[config.mk]
export PLATFORM = sky130hd
export DESIGN_NAME = vga_pic_disp_gen
export DESIGN_NICKNAME = d
export VERILOG_FILES = /design/src/rtl/vga_pic_disp_gen.sv
export SDC_FILE = /design/constraint.sdc
export NUM_CORES = 1
export LEC_CHECK = 0
export CELL_PAD_IN_SITES_DETAIL_PLACEMENT = 0
export CELL_PAD_IN_SITES_GLOBAL_PLACEMENT = 2
export CORE_MARGIN = 3
export CORE_UTILIZATION = 40
export CTS_CLUSTER_SIZE = 40
export DETAILED_ROUTE_END_ITERATION = 7
export PLACE_DENSITY_LB_ADDON = 0.1
export SLEW_MARGIN = 20
export SYNTH_ARGS = -nofsm -noshare
export SYNTH_HDL_FRONTEND = slang
export SYNTH_SLANG_ARGS = --single-unit
[constraint.sdc]
create_clock -name clk -period 10.65 [get_ports clk]
set_clock_uncertainty 0.2 [all_clocks]
set_input_delay 1.065 -clock clk [delete_from_list [all_inputs] [get_ports clk]]
set_output_delay 1.065 -clock clk [all_outputs]
set_load 0.01 [all_outputs]
[src/rtl/vga_pic_disp_gen.sv]
// VGA timing generator with a ROM-backed picture window and an optional per-frame bounce.
// Control signals are delayed ROM_LAT+1 clocks so they line up with the synchronous ROM data.
module vga_pic_disp_gen #(
    parameter int unsigned H_ACTIVE = 800,
    parameter int unsigned H_FP     = 40,
    parameter int unsigned H_SYNC   = 128,
    parameter int unsigned H_BP     = 88,
    parameter int unsigned V_ACTIVE = 600,
    parameter int unsigned V_FP     = 1,
    parameter int unsigned V_SYNC   = 4,
    parameter int unsigned V_BP     = 23,
    parameter bit          SYNC_POL = 1'b1,
    parameter int unsigned PIC_W    = 100,
    parameter int unsigned PIC_H    = 100,
    parameter int unsigned ADDR_W   = 14,
    parameter int unsigned RGB_W    = 8,
    parameter int unsigned ROM_LAT  = 1,
    parameter logic [RGB_W-1:0] BG_COLOR = '0
) (
    input  logic              clk,
    input  logic              rst,
    input  logic [11:0]       pic_x,
    input  logic [11:0]       pic_y,
    input  logic              move_en,
    input  logic [RGB_W-1:0]  rom_q,
    output logic [ADDR_W-1:0] rom_addr,
    output logic              vga_hs,
    output logic              vga_vs,
    output logic              vga_de,
    output logic [RGB_W-1:0]  vga_rgb,
    output logic              frame_start
);

    localparam int unsigned H_TOTAL  = H_ACTIVE + H_FP + H_SYNC + H_BP;
    localparam int unsigned V_TOTAL  = V_ACTIVE + V_FP + V_SYNC + V_BP;
    localparam int unsigned HS_START = H_ACTIVE + H_FP;
    localparam int unsigned HS_END   = H_ACTIVE + H_FP + H_SYNC;
    localparam int unsigned VS_START = V_ACTIVE + V_FP;
    localparam int unsigned VS_END   = V_ACTIVE + V_FP + V_SYNC;
    localparam int unsigned X_LIM    = H_ACTIVE - PIC_W;
    localparam int unsigned Y_LIM    = V_ACTIVE - PIC_H;
    localparam int unsigned DLY      = ROM_LAT + 1;

    // Pipeline word: {frame_start, hs, vs, de, hit}
    localparam logic [4:0] PIPE_RST = {1'b0, ~SYNC_POL, ~SYNC_POL, 1'b0, 1'b0};

    logic [11:0]       h_cnt_q, v_cnt_q;
    logic [11:0]       px_q, py_q;
    logic              dx_q, dy_q;
    logic [ADDR_W-1:0] row_base_q;
    logic [ADDR_W-1:0] rom_addr_q;
    logic [4:0]        pipe_q [DLY];

    logic        h_wrap, v_wrap, fs_raw;
    logic [12:0] bx, by;
    logic [11:0] nx_px, nx_py;
    logic        nx_dx, nx_dy;
    logic [11:0] cur_px, cur_py;
    logic        h_win, v_win, h_act, v_act;
    logic        hs_raw, vs_raw, de_raw, hit_raw;

    // Returns {dir, pos}; reverses at either edge instead of stepping past it.
    function automatic logic [12:0] bounce(input logic [11:0] pos, input logic dir,
                                           input logic [11:0] lim);
        logic [12:0] r;
        if (dir) begin
            if (pos < lim)          r = {1'b1, pos + 12'd1};
            else if (pos == 12'd0)  r = {1'b1, pos};
            else                    r = {1'b0, pos - 12'd1};
        end else begin
            if (pos != 12'd0)       r = {1'b0, pos - 12'd1};
            else if (lim != 12'd0)  r = {1'b1, 12'd1};
            else                    r = {1'b1, pos};
        end
        return r;
    endfunction

    always_comb begin
        h_wrap = (h_cnt_q == 12'(H_TOTAL - 1));
        v_wrap = (v_cnt_q == 12'(V_TOTAL - 1));
        fs_raw = (h_cnt_q == 12'd0) && (v_cnt_q == 12'd0);

        bx = bounce(px_q, dx_q, 12'(X_LIM));
        by = bounce(py_q, dy_q, 12'(Y_LIM));
        nx_px = move_en ? bx[11:0] : pic_x;
        nx_py = move_en ? by[11:0] : pic_y;
        nx_dx = move_en ? bx[12] : dx_q;
        nx_dy = move_en ? by[12] : dy_q;

        // The new position applies from the frame-start pixel itself.
        cur_px = fs_raw ? nx_px : px_q;
        cur_py = fs_raw ? nx_py : py_q;

        h_act = (h_cnt_q < 12'(H_ACTIVE));
        v_act = (v_cnt_q < 12'(V_ACTIVE));
        h_win = ({1'b0, h_cnt_q} >= {1'b0, cur_px}) &&
                ({1'b0, h_cnt_q} <  ({1'b0, cur_px} + 13'(PIC_W)));
        v_win = ({1'b0, v_cnt_q} >= {1'b0, cur_py}) &&
                ({1'b0, v_cnt_q} <  ({1'b0, cur_py} + 13'(PIC_H)));

        hs_raw  = ((h_cnt_q >= 12'(HS_START)) && (h_cnt_q < 12'(HS_END))) ? SYNC_POL : ~SYNC_POL;
        vs_raw  = ((v_cnt_q >= 12'(VS_START)) && (v_cnt_q < 12'(VS_END))) ? SYNC_POL : ~SYNC_POL;
        de_raw  = h_act && v_act;
        hit_raw = h_win && v_win && h_act && v_act;
    end

    always_ff @(posedge clk or posedge rst) begin
        if (rst) begin
            h_cnt_q <= '0;
            v_cnt_q <= '0;
        end else begin
            h_cnt_q <= h_wrap ? 12'd0 : h_cnt_q + 12'd1;
            if (h_wrap) begin
                v_cnt_q <= v_wrap ? 12'd0 : v_cnt_q + 12'd1;
            end
        end
    end

    always_ff @(posedge clk or posedge rst) begin
        if (rst) begin
            px_q <= '0;
            py_q <= '0;
            dx_q <= 1'b1;
            dy_q <= 1'b1;
        end else if (fs_raw) begin
            px_q <= nx_px;
            py_q <= nx_py;
            dx_q <= nx_dx;
            dy_q <= nx_dy;
        end
    end

    always_ff @(posedge clk or posedge rst) begin
        if (rst) begin
            row_base_q <= '0;
            rom_addr_q <= '0;
        end else begin
            if (h_wrap) begin
                if (v_wrap)     row_base_q <= '0;
                else if (v_win) row_base_q <= row_base_q + ADDR_W'(PIC_W);
            end
            if (hit_raw) begin
                rom_addr_q <= row_base_q + ADDR_W'(h_cnt_q - cur_px);
            end
        end
    end

    always_ff @(posedge clk or posedge rst) begin
        if (rst) begin
            for (int i = 0; i < int'(DLY); i++) pipe_q[i] <= PIPE_RST;
        end else begin
            pipe_q[0] <= {fs_raw, hs_raw, vs_raw, de_raw, hit_raw};
            for (int i = 1; i < int'(DLY); i++) pipe_q[i] <= pipe_q[i-1];
        end
    end

    assign rom_addr    = rom_addr_q;
    assign frame_start = pipe_q[DLY-1][4];
    assign vga_hs      = pipe_q[DLY-1][3];
    assign vga_vs      = pipe_q[DLY-1][2];
    assign vga_de      = pipe_q[DLY-1][1];

    // rom_q is already a registered ROM output, so this mux keeps the pin latency at ROM_LAT+1.
    always_comb begin
        if (pipe_q[DLY-1][0])      vga_rgb = rom_q;
        else if (pipe_q[DLY-1][1]) vga_rgb = BG_COLOR;
        else                       vga_rgb = '0;
    end

endmodule

## Word-level counts from Yosys, hierarchy flattened

Index checks and enable logic that the tools add are counted.

| storage, ports and cells | value |
|---|---|
| input bits | 35 |
| flip-flop bits (word level) | 88 |

| cells by class | value |
|---|---|
| multiplexer cells | 19 |
| add/subtract/negate cells | 11 |
| eq/ne operators | 2 |
| magnitude comparators | 12 |
| reductions and logical operators | 18 |

Operator list:

| kind | number |
|---|---|
| $mux 13 | 8 |
| $mux 12 | 6 |
| $lt 12x10->1 const B | 5 |
| $add 12x1->12 const B | 4 |
| $logic_not 12->1 | 4 |
| $mux 14 | 2 |
| $add 12x7->13 const B | 2 |
| $lt 12x13->1 | 2 |
| $ge 12x10->1 const B | 2 |
| $ge 12x12->1 | 2 |
| $reduce_bool 12->1 | 2 |
| $sub 12x1->12 const B | 2 |
| $add 14x14->14 | 1 |
| $add 14x7->14 const B | 1 |
| $sub 12x12->13 | 1 |
| $eq 12x10->1 const B | 1 |
| $eq 12x11->1 const B | 1 |
| $lt 12x9->1 const B | 1 |
| $logic_and 1x1->1 | 9 |
| $mux 8 | 1 |
| $reduce_and 2->1 | 2 |
| $mux 1 | 2 |
| $reduce_bool 2->1 | 1 |

## Depth between registers and ports, before layout

| logic depth | value |
|---|---|
| depth after elaboration | 12 |
| gate-level depth with buffers | 30 |

## Worst setup path after synthesis

Ideal clock, no wire load.

| timing | value |
|---|---|
| path type | reg2reg |
| from | register px_q[0] |
| to | register rom_addr_q[13] (netlist: rom_addr[13]) |
| arrival | 6.126 ns |
| setup slack | 4.199 ns |
| library setup time | 0.125 ns |
| path buffers | 2 |
| stages on the path, launching flop included | 30 |
| required time | 10.325 ns |
| cells stage by stage | dfrtp_1 > clkbuf_1 > inv_1 > ha_1 > or4b_1 > buf_2 > nor4_4 > inv_1 > ha_1 > o211ai_1 > o211ai_1 > o211ai_1 > o21ai_0 > ha_1 > inv_1 > fa_1 > nor2b_1 > o21ai_0 > nand2b_1 > a221oi_1 > a21oi_1 > maj3_1 > a21o_1 > or4b_2 > nand3_1 > ha_1 > o21a_1 > o41a_1 > xor3_1 > mux2_2 |

| on the way | value |
|---|---|
| word-level cells in the longest chain between the ends | 12 |
| elaborated cells between the ends (all ways) | 20 |

Ends and longest elaborated chain:

| element | line | RTL |
|---|---|---|
| start: declaration | 48 | `logic [11:0] px_q, py_q;` |
| start signal: assignment | 126 | `px_q <= nx_px;` |
| $sub 12x1->12 / $logic_not 12->1 (equally long branches) | 69, 71, 68 |  |
| $mux 13 | 68 | `else if (pos == 12'd0) r = {1'b1, pos};` |
| $mux 13 | 67 | `if (pos < lim) r = {1'b1, pos + 12'd1};` |
| $mux 13 | 66 | `if (dir) begin` |
| $mux 12 | 85 | `nx_px = move_en ? bx[11:0] : pic_x;` |
| $mux 12 * | n/a |  |
| net cur_px[0] | 58 | `logic [11:0] cur_px, cur_py;` |
| $add 12x7->13 | 97 | `({1'b0, h_cnt_q} < ({1'b0, cur_px} + 13'(PIC_W)));` |
| $lt 12x13->1 | 97 |  |
| $logic_and 1x1->1 | 96 | `h_win = ({1'b0, h_cnt_q} >= {1'b0, cur_px}) &&` |
| $logic_and 1x1->1 (3 in series) | 104 | `hit_raw = h_win && v_win && h_act && v_act;` |
| end signal: assignment | 143 | `rom_addr_q <= row_base_q + ADDR_W'(h_cnt_q - cur_px);` |
| end: declaration | 51 | `logic [ADDR_W-1:0] rom_addr_q;` |

Mark *: on every way through the listed nets, which the timed path passes. The rest lies on a longest branch.
A chain may end at the register's enable or synchronous reset.

## Worst setup path in the final report

Ends and elaborated chain as after synthesis.

==> impl_metrics.py <==
metrics = {
    "run_status": {
        "outcome": "complete, no violations",
    },
    "detailed_routing": {
        "firstDrtPassIters": 5,
        "first_iter_violations": 344,
        "vias_per_cell": 5.75,
        "routedWlPerCell_um": 18.5,
        "routed_wl_um": 20800,
        "drc": 0,
        "vias": 6461,
        "ant_nets": 0,
    },
    "synth": {
        "syn-cell-area_um2": 7390,
        "syn_inst": 851,
        "async_flop_share_pct": 100,
        "synth_top_area_cell": "dfrtp_1",
        "yosysTopAreaCellShare_pct": 28.4,
        "synth_nets": 955,
        "synth.most_common_cell": "dfrtp_1",
        "ys_ff_latch": 86,
        "seq_area_frac_synth_pct": 29.1,
        "ys_warn_count": 0,
        "ys_top_cells_by_area": "dfrtp_1 (28%), ha_1 (12%), xnor2_1 (5.2%), o21ai_0 (3.3%), nor2_1 (3.1%)",
        "postSynthAreaPerCell_um2": 8.69,
        "ys_types": 83,
        "synthTopCellsByCount": "dfrtp_1 (84), ha_1 (68), nor2_1 (61), inv_1 (54), nand2_1 (52)",
        "synth_edf_count": 0,
        "synth_flop_cell": "dfrtp_1",
    },
    "grt": {
        "grt_max_degree": 55,
        "grt_usage_pct": 21.0,
        "grt_pass1_wl_um": 34200,
        "antenna_found_initial": 0,
        "gr-total-overflow": 0,
        "grt_pass1_vias": 6356,
    },
    "clock_network": {
        "clkTransAtPathRegs_ns": 0.07,
        "cts_sinks": 86,
        "cts_buffer_depth": 2,
        "htree_levels": 3,
        "post_cts_buffers": 0,
        "cts_hold_buf": 0,
        "ctsRootBufferMaster": "clkbuf_16",
        "post_cts_resize_count": 0,
        "cts_tree": "built",
        "clk_latency_ns": 0.35,
        "numCtsBuffers": 9,
    },
    "sta": {
        "holdWs_ns": 0.150,
        "min_period_ns": 6.99,
        "setup_tns_ns": 0,
        "tightest_slew_ns": 0.995,
        "finalSetupViolations": 0,
        "min_period_over_period_pct": 65.6,
        "hold_viol_final": 0,
        "slew_viol_final": 0,
        "clock.fmax_mhz": 143,
        "maxSlewHeadroom_pct": 33.4,
        "rsz0062_at_grt": "no",
    },
    "final_layout": {
        "multi_input_area_um2": 4860,
        "drive_gt1_share_pct": 6.60,
        "finish.net_count": 993,
        "nFillCells": 1765,
        "diodes": 0,
        "area_delta_synth_final_pct": 14.6,
        "seq_area_um2": 2150,
    },
    "floorplanning": {
        "die_h_um": 142,
        "core_area_um2": 18100,
        "die_w_um": 142,
        "dieArea_um2": 20100,
        "rows": 49,
        "start_util_pct": 40.9,
        "pin_count": 61,
    },
    "power": {
        "leakage_uw": 0.00378,
        "powerDensity_nw_per_um2": 92.6,
        "vdd_drop_max_mv": 0.0634,
    },
    "placement": {
        "place.port_buffers": 60,
        "gp_congestion": 0.851,
        "post-dp-hpwl_um": 15700,
    },
    "setup_path": {
        "cpMostUsedCell": "ha_1",
        "crit_buf_inv": 3,
        "worstSetupStartpointType": "flop",
        "critical_path_required_ns": 10.68,
        "crit_path_max_fanout": 13,
        "critPathKind": "flop to flop",
        "cpLargestDelayFamily": "simple AND/OR/NAND/NOR gates",
        "endpoint_kind": "flop",
        "cp_slowest_stage_delay_ns": 0.63,
        "slowest_stage": "or4b_2",
        "arrival_ns": 7.02,
    },
    "flow_run": {
        "max_cap_viol_count": 0,
    },
    "worst_hold_path": {
        "holdCritPathClass": "flop to flop",
    },
}
==> placed cells by master, fill, tap and decap left out, types with 7 or more instances in the layout <==
cell type,instances
a31oi_1,9
nand4_1,13
nand2_1,52
xnor2_1,44
nand3_1,32
a211oi_1,9
dfrtp_1,84
or3_1,20
nand2b_1,7
ha_1,68
o21ai_0,49
and3_1,15
a21oi_1,45
nor4_1,7
xor2_1,18
and2_1,13
nor2b_1,13
a21o_1,16
mux2_4,9
inv_1,53
clkdlybuf4s50_1,60
clkbuf_16,9
nor3_1,23
o211ai_1,9
nor2_1,61
o221ai_1,7
o2111ai_1,7
o21a_1,10
==> state kept, by name, indices dropped and copies added, names as in the netlist <==
register / count
vga_vs: 1
dy_q: 1
frame_start: 1
py_q: 12
h_cnt_q: 12
vga_de: 1
px_q: 12
pipe_q: 6
dx_q: 1
rom_addr: 14
row_base_q: 12
vga_hs: 1
v_cnt_q: 12
==> power breakdown <==
group | switching, uW | internal, uW | total, uW
Clock | 135 | 212 | 347
Sequential | 9.73 | 330 | 340
Combinational | 53.1 | 44.4 | 97.6
==> worst paths after layout <==
check                          start             end  slack, ns  cells after the start
hold / removal             pipe_q[9]     frame_start       0.15                      0
setup / recovery             px_q[0]    rom_addr[13]       3.66                     27
max in group asynchronous        rst      v_cnt_q[5]       8.20                      3
setup reg to reg             px_q[0]    rom_addr[13]       3.66                     27
hold reg to reg            pipe_q[9]     frame_start       0.15                      0
min in group asynchronous        rst  row_base_q[13]       0.91                      2
==> layout make-up <==
cell class,count,area share (%)
Clock buffer,11,2.86
Inverter,55,2.45
Clock inverter,5,0.975
Multi-Input combinational cell,672,57.4
Tap cell,229,3.38
Sequential cell,86,25.4
Timing Repair Buffer,65,7.53
==> per-layer routing <==
metal / share of wire, % / vias up / GRT usage, %
met5: 0 / - / 0
met4: 2.1 / 0 / 7.37
met3: 3.5 / 31 / 2.59
met2: 46 / 132 / 32.9
met1: 48 / 3100 / 30.2
li1: - / 3198 / -
==> metrics by stage <==
step / total power [uW] / cell area (um2) / setup WS, ns / cells / util [%]
after floorplan: 410 / 7390 / 4.20 / 851 / -
after global placement: 442 / 8150 / 3.80 / 1107 / 45.1
after detailed placement: 443 / 8150 / 3.69 / 1107 / 45.1
after CTS: 797 / 8470 / 3.68 / 1123 / 46.8
after global routing: 824 / 8470 / 3.24 / 1123 / 46.8
final: 784 / 8470 / 3.66 / 1123 / 46.8
==> kinds of logic (layout without fill, tap and decap cells) <==
group | after synthesis | after routing | share of synthesized area [%]
AO/OA/AOI/OAI | 225 | 225 | 21.2
XOR/XNOR | 63 | 63 | 7.67
adder cells (fa/ha/maj) | 71 | 71 | 12.1
buffers and inverters | 93 | 136 | 5.09
flip-flops | 86 | 86 | 29.1
multiplexers | 17 | 17 | 3.01
other | 1 | 1 | 0.0507
AND/OR/NAND/NOR | 295 | 295 | 21.8
Note: power is estimated with default switching activity, not from simulation.
==> variant: new RTL, same flow settings <==
Set the parameter `RGB_W` to 9 (it was 8).
--- a/src/rtl/vga_pic_disp_gen.sv
+++ b/src/rtl/vga_pic_disp_gen.sv
@@ -13,7 +13,7 @@
     parameter int unsigned PIC_W    = 100,
     parameter int unsigned PIC_H    = 100,
     parameter int unsigned ADDR_W   = 14,
-    parameter int unsigned RGB_W    = 8,
+    parameter int unsigned RGB_W    = 9,
     parameter int unsigned ROM_LAT  = 1,
     parameter logic [RGB_W-1:0] BG_COLOR = '0
 ) (
Interface: changed (resized rom_q and vga_rgb); port bits go from 61 to 63. No check against the original RTL was run, so the function may have changed too.
==> variant against the original RTL <==
  * Power down 5.4%
  * Routed wire length up 0.62%
  * Clock power down 13%
  * Cell area up 1.2%
  * Synthesized cell count up 0.94%
  * Global-route usage about the same
  * Hold slack better by 0.82 ps
  * Sequential cell count unchanged
  * Final cell count up 1.2%
  * Setup slack better by 610 ps
  * Area after synthesis up 2.6%
  * Largest cell class unchanged
  * Utilization up 0.076 points
  * Highest routed layer unchanged
==> variant: results (changes against the original RTL) <==
** Final layout
- Fill cell total of the finished layout :: 1758 (-0.40%)
- The share of final-layout standard cells stronger than drive strength 1 was 8.81% (+2.2 points).

** Place
- HPWL after DPL :: 15800 um (+1.1%)
- # port buffers :: 62 (+3.3%)
- Final weighted congestion in routability-driven placement :: 0.900 (+5.8%)

** Outcome
- Status :: complete, no violations

** Global routing
- Met3 usage in global routing :: 3.46% (+0.87 points)
- The wire length of the first global-routing pass came to 34500 um (+0.95%).
- The met1 capacity usage during global routing was 29.5% (-0.73 points).
- The via count of the first global-routing pass is 6469 (+1.8%).
- The total routing usage reported by global routing came to 21.0% (-0.040 points).

** Synth
- Yosys attributes the largest share of cell area to dfrtp_1 (28%), ha_1 (11%), xnor2_1 (4.4%), nor2_1 (3.5%), o21ai_0 (3.0%).
- Area share of the leading cell type in the synthesized netlist :: 27.7% (-0.73 points)
- Post-synthesis mux area share :: 3.27% (+0.25 points)
- Avg Inst Size Synth :: 8.83 um^2 (+1.7%)
- Compound-cell area share of the yosys netlist :: 19.9% (-1.3 points)

** Detailed routing
- The detailed router's first-iteration violation count was 351 (+2.0%).
- Length of routed met2 wiring :: 9600 um (-0.82%)
- The wire length on met1 came to 10200 um (+2.3%).
- Vias after detailed routing :: 6596 (+2.1%)

** Power
- Internal power :: 0.535 mW (-8.8%)
- The logic gate share of total power was 13.3% (+0.9 points).
- The post-layout total power was 0.742 mW (-5.4%).
- The sequential fraction of design power is 46.1% (+2.8 points).
- VDD IR-drop max :: 0.0745 mV (+18%)

** Setup path
- The biggest cell delay along the critical path came to 750 ps (+120 ps).
- The arrival time of data at the critical path endpoint came to 6410 ps (-610 ps).
- The depth of the worst register-to-register path was 18 (-33%).

** Min path
- Hold path start :: pipe_q[5]$_DFF_PP0_

** Timing
- The transition time of the tightest slew-check pin was 885 ps (-110 ps).
variant: cell types whose count changed after synthesis, sizes merged, moves of 5 or more:
cell,change
nand4,+10
nor2,+10
a21oi,-9
and3,-6
clkbuf,-6
or3,-6
or4,+6
xnor2,-6
a2111oi,+5
or4b,-5
variant: final cells by class:
| class | instances | share of cell area (%) |
|---|---|---|
| flip-flops and latches | 86 | 25.1 |
| clock buffers | 10 | 2.67 |
| clock inverters | 6 | 0.540 |
| well taps | 229 | 3.34 |
| multi-input cells | 684 | 58.3 |
| inverters | 57 | 2.51 |
| repair buffers | 65 | 7.50 |
variant: stage by stage:
stage          setup WS [ps]  cell area, um^2
2_1_floorplan           5080             7590
3_3_place_gp            4090             8300
3_5_place_dp            4030             8300
4_1_cts                 4260             8570
5_1_grt                 3650             8570
6_report                4270             8570
variant: critical path: cells and delay by family, from the launching register on:
family                     cells  cell delay (ps)
and+or+nand+nor                5             1630
DFF                            1              430
adders and majority gates      3              910
AOI/OAI and AO/OA              8             2490
buffers and inverters          1              170
muxes                          1              410
